--- config.mk ---
export PLATFORM = sky130hd
export DESIGN_NAME = tablero_ttt
export DESIGN_NICKNAME = d
export VERILOG_FILES = /design/src/rtl/tablero_ttt.sv
export SDC_FILE = /design/constraint.sdc
export NUM_CORES = 1
export LEC_CHECK = 0
export BUFFER_PORTS_ARGS = -buffer_cell sky130_fd_sc_hd__buf_4
export CAP_MARGIN = 20
export CORE_ASPECT_RATIO = 0.8
export CORE_MARGIN = 2
export CORE_UTILIZATION = 40
export DETAILED_ROUTE_END_ITERATION = 7
export SYNTH_ARGS = -nofsm -noshare
export SYNTH_HDL_FRONTEND = slang
export SYNTH_SLANG_ARGS = --single-unit
--- constraint.sdc ---
create_clock -name clk -period 1.6 [get_ports clk]
set_input_delay 0.24 -clock clk [delete_from_list [all_inputs] [get_ports clk]]
set_output_delay 0.24 -clock clk [all_outputs]
set_load 0.05 [all_outputs]
--- src/rtl/tablero_ttt.sv ---
// Tic-tac-toe board store and referee: validates moves, writes cells, detects wins and a full board.
// Optional macro TTT_LINEA_GANADORA_EN adds the lineaGanadora output (cells of the completed line(s)).
module tablero_ttt #(
  parameter int NCELDAS = 9
) (
  input  logic        clk,
  input  logic        rst,
  input  logic        jugador1Juega,
  input  logic        jugador2Juega,
  input  logic [3:0]  posicion,
  input  logic        limpiar,
  output logic [17:0] tablero,
  output logic        movimientoIlegal,
  output logic        hecho,
  output logic        ocupado,
  output logic        gane,
  output logic        noEspacio,
`ifdef TTT_LINEA_GANADORA_EN
  output logic [8:0]  lineaGanadora,
`endif
  output logic [1:0]  ganador
);

  typedef enum logic [1:0] {
    ESPERA  = 2'd0,
    VALIDAR = 2'd1,
    EVALUAR = 2'd2,
    FIN     = 2'd3
  } estado_t;

  // Cell mask (bit i = cell i) of each of the eight lines.
  function automatic logic [8:0] mascara_linea(input logic [2:0] idx);
    logic [8:0] m;
    case (idx)
      3'd0:    m = 9'b000_000_111;
      3'd1:    m = 9'b000_111_000;
      3'd2:    m = 9'b111_000_000;
      3'd3:    m = 9'b001_001_001;
      3'd4:    m = 9'b010_010_010;
      3'd5:    m = 9'b100_100_100;
      3'd6:    m = 9'b100_010_001;
      3'd7:    m = 9'b001_010_100;
      default: m = 9'b000_000_000;
    endcase
    return m;
  endfunction

  function automatic logic [8:0] celdas_ganadoras(input logic [8:0] propias);
    logic [8:0] acc;
    logic [8:0] m;
    acc = 9'b0;
    for (int l = 0; l < 8; l++) begin
      m   = mascara_linea(3'(l));
      acc = acc | (((propias & m) == m) ? m : 9'b0);
    end
    return acc;
  endfunction

  estado_t     estado_r, estado_s;
  logic [17:0] tablero_r, tablero_s, escrito_s;
  logic [3:0]  pos_r, pos_s;
  logic [1:0]  jugador_r, jugador_s;
  logic        ilegal_r, ilegal_s;
  logic        hecho_r, hecho_s;
  logic        gane_r, gane_s;
  logic        no_espacio_r, no_espacio_s;
  logic [1:0]  ganador_r, ganador_s;
  logic [8:0]  linea_r, linea_s, linea_eval_s;
  logic [8:0]  propias_s;
  logic [1:0]  celda_s;
  logic        lleno_s;

  // Per-cell decode of the current board against the latched move.
  always_comb begin
    celda_s   = 2'b00;
    escrito_s = tablero_r;
    propias_s = 9'b0;
    lleno_s   = 1'b1;
    for (int i = 0; i < NCELDAS; i++) begin
      celda_s              = celda_s | ((pos_r == i[3:0]) ? tablero_r[2*i +: 2] : 2'b00);
      escrito_s[2*i +: 2]  = (pos_r == i[3:0]) ? jugador_r : tablero_r[2*i +: 2];
      propias_s[i]         = (tablero_r[2*i +: 2] == jugador_r);
      lleno_s              = lleno_s & (tablero_r[2*i +: 2] != 2'b00);
    end
    linea_eval_s = celdas_ganadoras(propias_s);
  end

  // Next-state and next-output logic.
  always_comb begin
    estado_s     = estado_r;
    tablero_s    = tablero_r;
    pos_s        = pos_r;
    jugador_s    = jugador_r;
    ilegal_s     = 1'b0;
    hecho_s      = 1'b0;
    gane_s       = gane_r;
    no_espacio_s = no_espacio_r;
    ganador_s    = ganador_r;
    linea_s      = linea_r;
    case (estado_r)
      ESPERA: begin
        if (jugador1Juega && jugador2Juega) begin
          ilegal_s = 1'b1;
        end else if (jugador1Juega) begin
          pos_s     = posicion;
          jugador_s = 2'b01;
          estado_s  = VALIDAR;
        end else if (jugador2Juega) begin
          pos_s     = posicion;
          jugador_s = 2'b10;
          estado_s  = VALIDAR;
        end else begin
          estado_s = ESPERA;
        end
      end
      VALIDAR: begin
        if ((pos_r > 4'd8) || (celda_s != 2'b00)) begin
          ilegal_s = 1'b1;
          estado_s = ESPERA;
        end else begin
          tablero_s = escrito_s;
          estado_s  = EVALUAR;
        end
      end
      EVALUAR: begin
        gane_s       = (linea_eval_s != 9'b0);
        ganador_s    = (linea_eval_s != 9'b0) ? jugador_r : 2'b00;
        no_espacio_s = lleno_s;
        linea_s      = linea_eval_s;
        hecho_s      = 1'b1;
        estado_s     = ((linea_eval_s != 9'b0) || lleno_s) ? FIN : ESPERA;
      end
      FIN: begin
        estado_s = FIN;
      end
      default: begin
        estado_s = ESPERA;
      end
    endcase
  end

  // State and output registers; limpiar clears exactly like reset.
  always_ff @(posedge clk) begin
    if (!rst || limpiar) begin
      estado_r     <= ESPERA;
      tablero_r    <= 18'b0;
      pos_r        <= 4'b0;
      jugador_r    <= 2'b00;
      ilegal_r     <= 1'b0;
      hecho_r      <= 1'b0;
      gane_r       <= 1'b0;
      no_espacio_r <= 1'b0;
      ganador_r    <= 2'b00;
      linea_r      <= 9'b0;
    end else begin
      estado_r     <= estado_s;
      tablero_r    <= tablero_s;
      pos_r        <= pos_s;
      jugador_r    <= jugador_s;
      ilegal_r     <= ilegal_s;
      hecho_r      <= hecho_s;
      gane_r       <= gane_s;
      no_espacio_r <= no_espacio_s;
      ganador_r    <= ganador_s;
      linea_r      <= linea_s;
    end
  end

  assign tablero          = tablero_r;
  assign movimientoIlegal = ilegal_r;
  assign hecho            = hecho_r;
  assign gane             = gane_r;
  assign noEspacio        = no_espacio_r;
  assign ganador          = ganador_r;
  assign ocupado          = (estado_r == VALIDAR) || (estado_r == EVALUAR);
`ifdef TTT_LINEA_GANADORA_EN
  assign lineaGanadora    = linea_r;
`else
  logic unused_linea_s;
  assign unused_linea_s   = ^linea_r;
`endif

endmodule

# --- Word-level counts from Yosys, hierarchy flattened ---
# Cells that the tools add are included.
classes:
  n_shift: 0
  bitwise: 25
  n_div: 0
  n_reduce_logical: 30
  n_lt_le_gt_ge: 1
  n_mux: 32
  addsub: 0
  n_eq_ne: 29
  multipliers: 0
op_table:
  columns: ["op", "count"]
  rows:
  - ["2-bit two-way mux", 15]
  - ["3-bit AND reduction", 10]
  - ["9-bit two-way mux", 3]
  - ["3-bit == test (second input constant)", 8]
  - ["2-bit nonzero test", 11]
  - ["2-bit == test", 9]
  - ["9-bit by 7-bit bitwise OR with 9-bit output", 2]
  - ["9-bit bitwise OR", 2]
  - ["4-bit by 3-bit == test with 1-bit output (second input constant)", 4]
  - ["2-bit bitwise OR", 8]
  - ["7-bit two-way mux", 2]
  - ["6-bit by 9-bit bitwise OR with 9-bit output", 1]
  - ["9-bit by 8-bit bitwise OR with 9-bit output", 1]
  - ["9-bit nonzero test", 1]
  - ["1-bit AND", 8]
  - ["4-bit by 2-bit == test with 1-bit output (second input constant)", 2]
  - ["4-bit two-way mux", 2]
  - ["8-bit two-way mux", 1]
  - ["2-bit one-hot mux with 4 select lines", 1]
  - ["6-bit two-way mux", 1]
  - ["3-bit by 6-bit bitwise OR with 6-bit output", 1]
  - ["1-bit two-way mux", 5]
  - ["2-bit == test (second input constant)", 2]
  - ["4-bit by 1-bit == test with 1-bit output (second input constant)", 1]
  - ["12 further kinds", 16]
totals:
  register_bits: 32
  n_memories: 0
  wordCells: 134
  latch_bits: 0
  output_inout_bits: 25
  rom_bits: 0
  in_bits: 9
  ramBits: 0

# --- Depth between registers and ports, before layout ---
depth:
  word_depth: 14
  depth_mapped: 7
  ltp_nobuf: 6

# --- Least setup slack after synthesis ---
# OpenSTA, ideal clock, no wires.
synth_timing:
  path_kind: "register to register"
  start: "register tablero_r[6] (netlist: tablero[6])"
  end: "register estado_r[1]"
  setup_ns: 0.088
  path_slack_ns: -0.280
  path_buffers: 0
  arrival_ns: 1.792
  required_time_ns: 1.512
  stages_incl_launch_ff: 6
  synth_period_minus_slack_ns: 1.880
  path_cell_list: "dfxtp_1 > mux2_4 > a221o_1 > a31oi_4 > nand3_1 > a311oi_2"
synth_via:
  elab_chain_cells: 14
  word_cells_on_any_way: 33
  cone_classes: "eq/ne: 3; mux: 6; bitwise: 19; reduce/logical: 5"
synth_rtl:
  columns: ["item", "line", "source"]
  rows:
  - ["from (decl)", "60", "logic [17:0] tablero_r, tablero_s, escrito_s;"]
  - ["from (signal assigned)", "157", "tablero_r <= tablero_s;"]
  - ["2-bit == test", "82", "propias_s[i] = (tablero_r[2*i +: 2] == jugador_r);"]
  - ["3-bit == test", "54", "acc = acc | (((propias & m) == m) ? m : 9'b0);"]
  - ["6-bit two-way mux", "54", null]
  - ["3-bit by 6-bit bitwise OR with 6-bit output", "54", null]
  - ["6-bit by 9-bit bitwise OR with 9-bit output", "54", null]
  - ["9-bit by 7-bit bitwise OR with 9-bit output", "54", null]
  - ["9-bit by 8-bit bitwise OR with 9-bit output", "54", null]
  - ["9-bit bitwise OR (2 in series)", "54", null]
  - ["9-bit by 7-bit bitwise OR with 9-bit output", "54", null]
  - ["9-bit nonzero test", "131", "estado_s = ((linea_eval_s != 9'b0) || lleno_s) ? FIN : ESPERA;"]
  - ["1-bit logical OR", "131", null]
  - ["2-bit two-way mux", "131", null]
  - ["2-bit one-hot mux with 4 select lines (*)", "100", "case (estado_r)"]
  - ["to (signal assigned)", "156", "estado_r <= estado_s;"]
  - ["to (decl)", "59", "estado_t estado_r, estado_s;"]
# Every way passes the cells marked *; elsewhere a longest branch is shown, timed or not.
# A chain may end at the register's enable or synchronous reset.

# --- Worst setup path in the final report ---
layout_timing:
  start: "register pos_r[2]"
  end: "register tablero_r[17] (netlist: tablero[17])"
layout_via:
  elab_chain_cells: 14
  word_cells_on_any_way: 31
  cone_classes: "order compare: 1; eq/ne: 8; mux: 9; bitwise: 9; reduce/logical: 4"
layout_rtl:
  columns: ["item", "line", "source"]
  rows:
  - ["from (decl)", "61", "logic [3:0] pos_r, pos_s;"]
  - ["from (signal assigned)", "158", "pos_r <= pos_s;"]
  - ["4-bit by 1-bit == test with 1-bit output / 4-bit zero test (equally long branches)", "80", "celda_s = celda_s | ((pos_r == i[3:0]) ? tablero_r[2*i +: 2] : 2'b00);"]
  - ["2-bit two-way mux", "80", null]
  - ["2-bit bitwise OR (8 in series)", "80", null]
  - ["2-bit nonzero test", "117", "if ((pos_r > 4'd8) || (celda_s != 2'b00)) begin"]
  - ["1-bit logical OR", "117", null]
  - ["1-bit NOT (no line)", null, null]
  - ["3-bit AND reduction (no line) (*)", null, null]
# Marks and branches as above.

==> results.md <==
- Cts hold-fix bufs: 0
- Share of layout cells above drive strength 1: 48.84%
- Drt first pass iters: 5
- Synth Flop Type: dfxtp_1
- Initial antenna violation count: 0
- Clk root buf: clkbuf_8
- Hold Path Class: in2reg
- First-pass GRT wire length: a little under 10000 µm
- Via count: 2048
- RSZ-0062 raised after global routing: yes
- GPL Wtd Cong: between 0.8 and 0.9
- Register area share after synthesis: between 30% and 40%
- Largest net degree at the start of global routing: 28
- Critical-path maximum fanout: 5
- Asr flop ratio synth: 0%
- Place WS: -236.7 ps
- Cell Area, Synth: 0.001876 mm²
- Antenna-violating nets left: 0
- Number of global-route vias before repair: 1950
- Clock-pin slew on the worst setup and hold paths: roughly 70 ps
- Setup TNS: -2302 ps
- N_diodes: 0
- Worst path slowest cell: dfxtp_2
- Post-synth top cells: dfxtp_1, nand2_1, o21ai_1
- Most common cell in the netlist: dfxtp_1
- FF+latch count, synth: 32
- Kind of end point of the critical path: flop
- Clk Latency, worst-skew pair: 290 ps
- Yosys top cell by area: dfxtp_1
- Mean routed wirelength per cell: 16.40 µm
- Die X: between 80 and 90 µm
- Top-area cell type share of the netlist area: 34.16%
- Critical path's largest stage delay: approximately 350 ps
- DRT Wirelength: between 5000 and 6000 µm
- Synth top area cells: dfxtp_1, nand2_1, o21ai_1, and3_1, nand3_1
- Die Footprint: ~0.0053 mm²
- Total CTS buffers: 5
- Synthesis Warnings: 0
- Buffer and inverter count on the worst path: 1
- Number of synthesized flops with an enable pin: 0
- Height of the chip: about 65 µm
- H-tree levels: 2
- Final Slew Violations: 0
- Syn avg cell area: between 7 and 8 µm²
- Clock sink count: 32
- CP Data Arrival Time: 1950 ps
- Library cells used by synthesis: 45
- Slew @ Worst Pin: roughly 470 ps
- CP Launch Type: flop
- Max Cap Violations: 0
- Initial Util: between 40% and 50%
- Worst vdd ir: ~0.0005 V
- Top Ports: 34
- Worst Path Required: approximately 1800 ps
- Fin. Hold Viols: 0
- Period utilisation layout: 108.6%
- Site row count: 22
- DP HPWL: approximately 3800 µm
- Layout Nets: ~320
- DRC Markers: 0
- Failing checks: negative setup slack
- Status: finished with violations
- DRC marker count from the first detailed-route iteration: 120
- Time the worst path needs with I/O delays and setup: 1737 ps
- CTS tree: yes
- P&R area growth vs syn: 57.24%
- Final core utilization: 64.93%
- Overall Global Routing Usage: around 25%
- Setup slack after layout: -137.0 ps
- Clk buf depth: 2
- FMAX: ~0.58 GHz
- Total global routing overflow: 0
- Vias per inst: ~5.7
- Crit path cell chain: mux2_4, a221o_1, a31oi_4, buf_6, nand4_4, o21ai_1
- Core area: around 0.0045 mm²
- CP top delay family: compound AO/OA/AOI/OAI gates
- Final Setup Violations: 24
- Gate count of the mapped netlist: 237
- Relative slew slack: 68.37%
- Leakage power total: roughly 1.2 nW
- PwrDens: 670.1 mW/mm²
- PortBufs: 33
- Syn_nets: ~250
- Clock Skew: roughly 5 ps
- Crit Path Category: reg2reg
## kinds of logic after synthesis
| kind of cell | Yosys count | share of synthesized area, % |
|---|---|---|
| AND/OR/NAND/NOR | 111 | 32.95 |
| AO/OA/AOI/OAI | 56 | 19.21 |
| flip-flops | 32 | 34.16 |
| buffers and inverters | 23 | 4.937 |
| XOR/XNOR | 6 | 2.802 |
| adder cells (fa/ha/maj) | 6 | 4.003 |
| multiplexers | 3 | 1.934 |
## flip-flops by register name, summed over array words and instances (netlist names)
name and count:
gane 1, ganador 2, noEspacio 1, movimientoIlegal 1, hecho 1, estado_r 2, tablero 18, pos_r 4
jugador_r 2
## power breakdown
part,switching [mW],total [mW],internal (mW)
logic,0.201,0.388,0.187
clock network,0.314,0.774,0.460
registers,0.0148,0.814,0.799
total,0.530,1.98,1.45
## layer usage
metal  up-vias  share of wire (%)  track usage [%]
li1        996                  -                -
met4         0                1.6            9.322
met3         9                7.8            3.984
met5         -                  0                0
met2        73                 47            38.23
met1       970                 44            34.13
## final timing paths
check | from | to | slack [ps] | cells past startpoint
worst max register to register | pos_r[2] | tablero[17] | -140 | 6
worst min register to register | ganador[0] | ganador[0] | 470 | 2
worst min-delay path | posicion[1] | pos_r[1] | 200 | 3
worst max-delay path | pos_r[2] | tablero[17] | -140 | 6
## stage by stage
stage          cell area [µm²]  hold slack, ps  cells  power (mW)
3_3_place_gp              2430           460.5    341       1.117
3_5_place_dp              2430           467.0    341       1.120
5_1_grt                   2949           201.7    361       2.057
2_1_floorplan             1948           387.5    237       1.008
6_report                  2949           201.0    361       1.976
4_1_cts                   2845           198.0    359       1.967
## placed cells by master, fill, tap and decap left out, types with 6 or more instances in the layout
cell      Yosys  final
nand3_1      16     16
inv_1         6      6
o21ai_1      18     15
dfxtp_1      32     11
o22ai_2       0      7
buf_4         0     62
nor2_1       10     10
nor3_2        0      7
nand2b_1      7      7
a21oi_1      13      9
nand2_1      26     26
dfxtp_4       0      7
dfxtp_2       0     14
and3_1       14     14
## tightest hold or removal path: cells and delay by family
| family | cells | cell delay [ps] |
|---|---|---|
| buf+inv | 1 | 110 |
| simple gates | 1 | 60 |
| compound gates | 1 | 50 |
## layout make-up
| cell class | count | area (µm²) |
|---|---|---|
| well taps | 60 | 75.07 |
| fillers | 380 | 1593 |
| flip-flops and latches | 32 | 684.4 |
| repair buffers | 72 | 633.1 |
| inverters | 6 | 22.52 |
| multi-input cells | 183 | 1423 |
| clock inverters | 3 | 42.54 |
| clock buffers | 5 | 68.82 |
## timing repair
item	in CTS	in global routing
pin swaps	23	2
endpoints found under the hold margin	0	0
gates cloned	2	0
resized for setup	44	15
endpoints found under the setup margin	24	24
buffers inserted	8	2
No activity file was read; power rests on OpenSTA's default activity.
